$ cat src/rtl/mem_stage.sv
// mem_stage: MEM stage of the 5-stage RV32I pipeline.
//
// Issues data-cache requests for the instruction held in the EX/MEM slot.
// Freezes the front of the pipeline while an access is outstanding.
// Formats load data and registers the MEM/WB slot used by writeback and forwarding.
//
// Ports
//   clk, rst          clock and synchronous active-high reset
//   ex_*              EX/MEM slot contents (valid, load/store, funct3, MAR, rs2, ALU result, rd)
//   pipe_hold         external freeze; MEM/WB holds and a completed access parks in DONE
//   dmem_resp/rdata   data-cache completion pulse and read word
//   dmem_*            data-cache request: read/write strobes, word address, byte mask, lane data
//   mem_stall         request outstanding without a response this cycle
//   wb_*              MEM/WB slot: valid, rd, write-enable, data, misaligned flag
//   load/store_count  completed load and store accesses (wrapping)
module mem_stage #(
    parameter int unsigned CNT_W = 32
) (
    input  logic             clk,
    input  logic             rst,
    input  logic             ex_valid,
    input  logic             ex_is_load,
    input  logic             ex_is_store,
    input  logic [2:0]       ex_funct3,
    input  logic [31:0]      ex_addr,
    input  logic [31:0]      ex_store_data,
    input  logic [31:0]      ex_alu_out,
    input  logic [4:0]       ex_rd,
    input  logic             ex_load_regfile,
    input  logic             pipe_hold,
    input  logic             dmem_resp,
    input  logic [31:0]      dmem_rdata,
    output logic             dmem_read,
    output logic             dmem_write,
    output logic [31:0]      dmem_address,
    output logic [3:0]       dmem_wmask,
    output logic [31:0]      dmem_wdata,
    output logic             mem_stall,
    output logic             wb_valid,
    output logic [4:0]       wb_rd,
    output logic             wb_load_regfile,
    output logic [31:0]      wb_rd_data,
    output logic             wb_misaligned,
    output logic [CNT_W-1:0] load_count,
    output logic [CNT_W-1:0] store_count
);

    typedef enum logic [1:0] {
        StIdle,
        StWait,
        StDone
    } state_e;

    state_e     state_q, state_d;
    logic [31:0] done_data_q;

    logic             wb_valid_q, wb_load_regfile_q, wb_misaligned_q;
    logic [4:0]       wb_rd_q;
    logic [31:0]      wb_rd_data_q;
    logic [CNT_W-1:0] load_count_q, store_count_q;

    logic        op, mis, req, complete;
    logic [1:0]  lane;
    logic [31:0] rshift, fmt, wb_data_d;
    logic [3:0]  mask_raw;

    // Access decode and misalignment.
    always_comb begin
        op   = ex_valid & (ex_is_load | ex_is_store);
        lane = ex_addr[1:0];
        mis  = 1'b0;
        if (op) begin
            case (ex_funct3[1:0])
                2'b01:   mis = ex_addr[0];
                2'b10:   mis = |ex_addr[1:0];
                default: mis = 1'b0;
            endcase
        end
        // DONE already has its data; never re-request from there.
        req      = op & ~mis & ~rst & (state_q != StDone);
        complete = req & dmem_resp;
    end

    // Load formatting: move the addressed lane down to bit 0, then extend.
    always_comb begin
        rshift = dmem_rdata >> {lane, 3'b000};
        fmt    = '0;
        case (ex_funct3)
            3'b000:  fmt = {{24{rshift[7]}}, rshift[7:0]};
            3'b001:  fmt = {{16{rshift[15]}}, rshift[15:0]};
            3'b010:  fmt = dmem_rdata;
            3'b100:  fmt = {24'h0, rshift[7:0]};
            3'b101:  fmt = {16'h0, rshift[15:0]};
            default: fmt = '0;
        endcase
    end

    // Store lane steering.
    always_comb begin
        mask_raw = '0;
        case (ex_funct3[1:0])
            2'b00:   mask_raw = 4'b0001 << lane;
            2'b01:   mask_raw = 4'b0011 << lane;
            2'b10:   mask_raw = 4'b1111;
            default: mask_raw = '0;
        endcase
    end

    // FSM next state.
    always_comb begin
        state_d = state_q;
        case (state_q)
            StIdle: begin
                if (req) begin
                    if (dmem_resp) state_d = pipe_hold ? StDone : StIdle;
                    else           state_d = StWait;
                end
            end
            StWait: begin
                if (!req) begin
                    state_d = StIdle;
                end else if (dmem_resp) begin
                    state_d = pipe_hold ? StDone : StIdle;
                end
            end
            StDone: begin
                if (!pipe_hold) state_d = StIdle;
            end
            default: state_d = StIdle;
        endcase
    end

    // Once parked in DONE the cache word is gone; use the copy taken in the response cycle.
    always_comb begin
        if (ex_is_load) begin
            wb_data_d = (state_q == StDone) ? done_data_q : fmt;
        end else begin
            wb_data_d = ex_alu_out;
        end
    end

    always_ff @(posedge clk) begin
        if (rst) begin
            state_q           <= StIdle;
            done_data_q       <= '0;
            wb_valid_q        <= 1'b0;
            wb_rd_q           <= '0;
            wb_load_regfile_q <= 1'b0;
            wb_rd_data_q      <= '0;
            wb_misaligned_q   <= 1'b0;
            load_count_q      <= '0;
            store_count_q     <= '0;
        end else begin
            state_q <= state_d;
            if (complete) begin
                done_data_q <= fmt;
                if (ex_is_load)       load_count_q  <= load_count_q + 1'b1;
                else if (ex_is_store) store_count_q <= store_count_q + 1'b1;
            end
            if (!pipe_hold) begin
                if (mem_stall) begin
                    wb_valid_q <= 1'b0;
                end else begin
                    wb_valid_q        <= ex_valid;
                    wb_rd_q           <= ex_rd;
                    wb_load_regfile_q <= ex_load_regfile & ~mis;
                    wb_rd_data_q      <= wb_data_d;
                    wb_misaligned_q   <= mis;
                end
            end
        end
    end

    assign dmem_read       = req & ex_is_load;
    assign dmem_write      = req & ex_is_store & ~ex_is_load;
    assign dmem_address    = {ex_addr[31:2], 2'b00};
    assign dmem_wmask      = dmem_write ? mask_raw : 4'b0000;
    assign dmem_wdata      = ex_store_data << {lane, 3'b000};
    assign mem_stall       = req & ~dmem_resp;
    assign wb_valid        = wb_valid_q;
    assign wb_rd           = wb_rd_q;
    assign wb_load_regfile = wb_load_regfile_q;
    assign wb_rd_data      = wb_rd_data_q;
    assign wb_misaligned   = wb_misaligned_q;
    assign load_count      = load_count_q;
    assign store_count     = store_count_q;

endmodule

$ cat config.mk
export PLATFORM = sky130hd
export DESIGN_NAME = mem_stage
export DESIGN_NICKNAME = d
export VERILOG_FILES = /design/src/rtl/mem_stage.sv
export SDC_FILE = /design/constraint.sdc
export NUM_CORES = 1
export LEC_CHECK = 0
export CAP_MARGIN = 25
export CORE_MARGIN = 5
export CORE_UTILIZATION = 40
export DETAILED_ROUTE_END_ITERATION = 8
export PLACE_DENSITY = 0.75
export SLEW_MARGIN = 20
export SYNTH_ARGS = -nofsm -noshare
export SYNTH_HDL_FRONTEND = slang
export SYNTH_SLANG_ARGS = --single-unit
export TNS_END_PERCENT = 1
$ cat constraint.sdc
create_clock -name clk -period 2.5 [get_ports clk]
set_clock_uncertainty 0.15 [all_clocks]
set_input_delay 0.375 -clock clk [delete_from_list [all_inputs] [get_ports clk]]
set_output_delay 0.375 -clock clk [all_outputs]
set_load 0.02 [all_outputs]
==> flow_metrics.tcl <==
set metrics [dict create \
    ant_nets 0 \
    synth_area_um2 7750 \
    worstSetupStartpointType "input port" \
    drc 0 \
    die_area_um2 22300 \
    synth_top_cell_by_area "dfxtp_1" \
    cp_max_fo 7 \
    cap_viol_max_count 0 \
    p_sw_mw 1.67 \
    overflow 0 \
    diodes 0 \
    hpwl_um 20900 \
    postPlaceCellArea_um2 11000 \
    post_cts_buffers 0 \
    track_usage_pct 24.2 \
    grt_max_degree 96 \
    p_per_area_nw_per_um2 500 \
    io_buffers 256 \
    ys_warn_count 0 \
    cts_max_level 4 \
    dr.pass1.iters 5 \
    cts_buffer_depth 2 \
    post_drt_wl_per_cell_um 17.8 \
    hold_class "reg -> reg" \
    p_comb_share_pct 19.4 \
    status "finished, violations left" \
    yosys-top-cells-count "dfxtp_1 (138), nor2_1 (116), a21oi_1 (107)" \
    fmax_mhz 390 \
    critPathTopFamily "simple AND/OR/NAND/NOR gates" \
    avgViaCountPerCell 5.57 \
    seqPwrFrac_pct 39.9 \
    fin_crit_sh_pct 103 \
    ys_seq_area_share_pct 35.6 \
    grt_antenna_before_repair 0 \
    wirelength_um 27900 \
    drt_iter0_drc 561 \
    die_w_um 149 \
    stdcell_area_um2 11600 \
    postCtsHoldBufs 0 \
    clk-insertion-delay-late_ns 0.42 \
    gp_congestion 0.909 \
    slowest_stage "or4_4" \
    worstPathArrival_ns 2.75 \
    synth_area_leaders "dfxtp_1 (36%), a21oi_1 (6.9%), nor2_1 (5.6%), nand2_1 (4.8%), a211oi_1 (3.4%)" \
    synthMostInstantiatedCell "dfxtp_1" \
    synth_top_flop_cell "dfxtp_1" \
    cts_buffers 17 \
    required_ns 2.69 \
    fin_ws_ns -0.0653 \
    worst-path-buf-inv 4 \
    netlist_instances 1015 \
    synthArstFlopShare_pct 0 \
    worstSetupEndpointType "flop" \
    grt_pass1_vias 8228 \
    syn_to_final_growth_pct 49.9 \
    num_rows 51 \
    synth.distinct_cells 54 \
    root_buffer "clkbuf_16" \
    path_clk_slew_ns 0.06 \
    num_vias 8739 \
    rsz0062_at_grt "yes" \
    drv_slew 0 \
    ioPinCount 319 \
    yosysTopAreaCellShare_pct 35.6 \
    synth-edff-count 0 \
    p_sw_share_pct 28.8 \
    fill_cells 1740 \
    path_cells "clkdlybuf4s50_1 -> inv_1 -> buf_4 -> ha_1 -> o21a_4 -> or4_4 -> buf_6 -> or3_1 -> a21oi_1" \
    preCtsSetupSlack_ns -0.679 \
    cts_tree "yes" \
    cts.sinks 138 \
    drive_gt1_share_pct 15.0 \
    peakVddDrop_mv 0.392 \
    violations "setup timing" \
    final_core_utilization_pct 60.3 \
    final_nets 1440 \
    avgSynthCellArea_um2 7.64 \
    finalCriticalPeriod_ns 2.57 \
    core_um2 19300 \
    initial_core_util_pct 40.2 \
    tightestPinTransition_ns 1.05 \
    die_h_um 149 \
    leakage_nw 4.28 \
    max_stage_delay_ns 0.53 \
    setup_viol 14 \
    slew-limit-headroom_pct 30.2 \
    clkPwrFrac_pct 40.7 \
    critPathKind "in -> reg" \
    p_int_mw 4.13 \
    ys_ff_latch 138 \
    hold_violations 0 \
    grt_pass1_wl_um 43600 \
]
## state kept, by name, summed over array words and instances (netlist names)
name             cells
done_data_q         32
wb_rd_data          32
wb_valid             1
load_count          32
wb_misaligned        1
wb_rd                5
state_q              2
wb_load_regfile      1
store_count         32
## cell usage in the layout (no fill, tap or decap), types with 11 or more instances in the layout
cell / count
mux2i_1: 25
nor2_1: 115
nand3_1: 35
o31ai_1: 13
a211oi_1: 34
nor3_1: 20
clkbuf_16: 18
nor2b_1: 12
dlygate4sd2_1: 14
nand4_1: 22
nand2_1: 98
buf_4: 112
and3_1: 21
o21ai_0: 49
dfxtp_1: 138
clkdlybuf4s50_1: 219
inv_1: 19
or4_1: 16
a311oi_1: 25
or3_1: 22
a21oi_1: 104
and2_1: 11
## per-layer routing
layer / share of wire, % / track usage, %
met5: 0 / 0
met3: 8.2 / 6.17
met1: 40 / 30.4
met4: 3.7 / 10.5
met2: 48 / 39.5
## worst register-to-register path, stage by stage (launching register included)
cell and delay [ns]:
dfxtp_1 0.33, nor2b_2 0.18, or3_4 0.39, or4_4 0.58, buf_6 0.15, or3_1 0.34, a21oi_1 0.15
## timing repair
item,CTS,global route
gates resized for setup,64,37
pin swaps,5,3
endpoints found under the setup margin,54,70
gates cloned,0,2
hold endpoints to repair,0,0
## path summary, 6_finish.rpt
path	endpoint	slack [ns]	cells past startpoint	from
worst max-delay path	load_count[25]	-0.07	9	ex_funct3[1]
worst min-delay path	wb_load_regfile	0.30	2	wb_load_regfile
worst max register to register	load_count[25]	0.16	6	state_q[1]
worst min register to register	wb_load_regfile	0.30	2	wb_load_regfile
## power groups by stage
stage          sequential (mW)  clock [mW]  combinational (mW)
2_1_floorplan             2.42           0               0.521
3_3_place_gp              2.36           0                1.11
3_5_place_dp              2.36           0                1.12
4_1_cts                   2.31        2.40                1.11
5_1_grt                   2.32        2.50                1.20
6_report                  2.31        2.36                1.13
## area by class of cell
class                      instances  area (um^2)  share of cell area [%]
sequential                       138         2760                    23.8
multi-input combinational        747         4470                    38.5
timing repair buffer             368         3420                    29.5
inverter                          19         71.3                   0.614
clock inverter                    13          113                   0.970
clock buffer                      19          443                    3.81
tap                              265          332                    2.85
## cell families after synthesis
kind of cell | Yosys count | synth area share (%)
adder cells (fa/ha/maj) | 5 | 0.807
AND/OR/NAND/NOR | 413 | 26.3
flip-flops | 138 | 35.6
multiplexers | 28 | 3.81
buffers and inverters | 132 | 8.27
XOR/XNOR | 18 | 2.03
other | 1 | 0.0484
AO/OA/AOI/OAI | 280 | 23.1
## metrics by stage
| step | cells | hold WS [ns] | total power, mW | setup TNS [ns] |
|---|---|---|---|---|
| 3_3_place_gp | 1535 | 0.291 | 3.47 | -49.53 |
| 2_1_floorplan | 1016 | 0.292 | 2.94 | -0.804 |
| 4_1_cts | 1567 | 0.302 | 5.83 | -0.319 |
| 6_report | 1569 | 0.302 | 5.80 | -0.423 |
| 3_5_place_dp | 1535 | 0.295 | 3.48 | -57.15 |
| 5_1_grt | 1569 | 0.317 | 6.03 | -1.76 |
No activity file was read; power rests on OpenSTA's default activity.
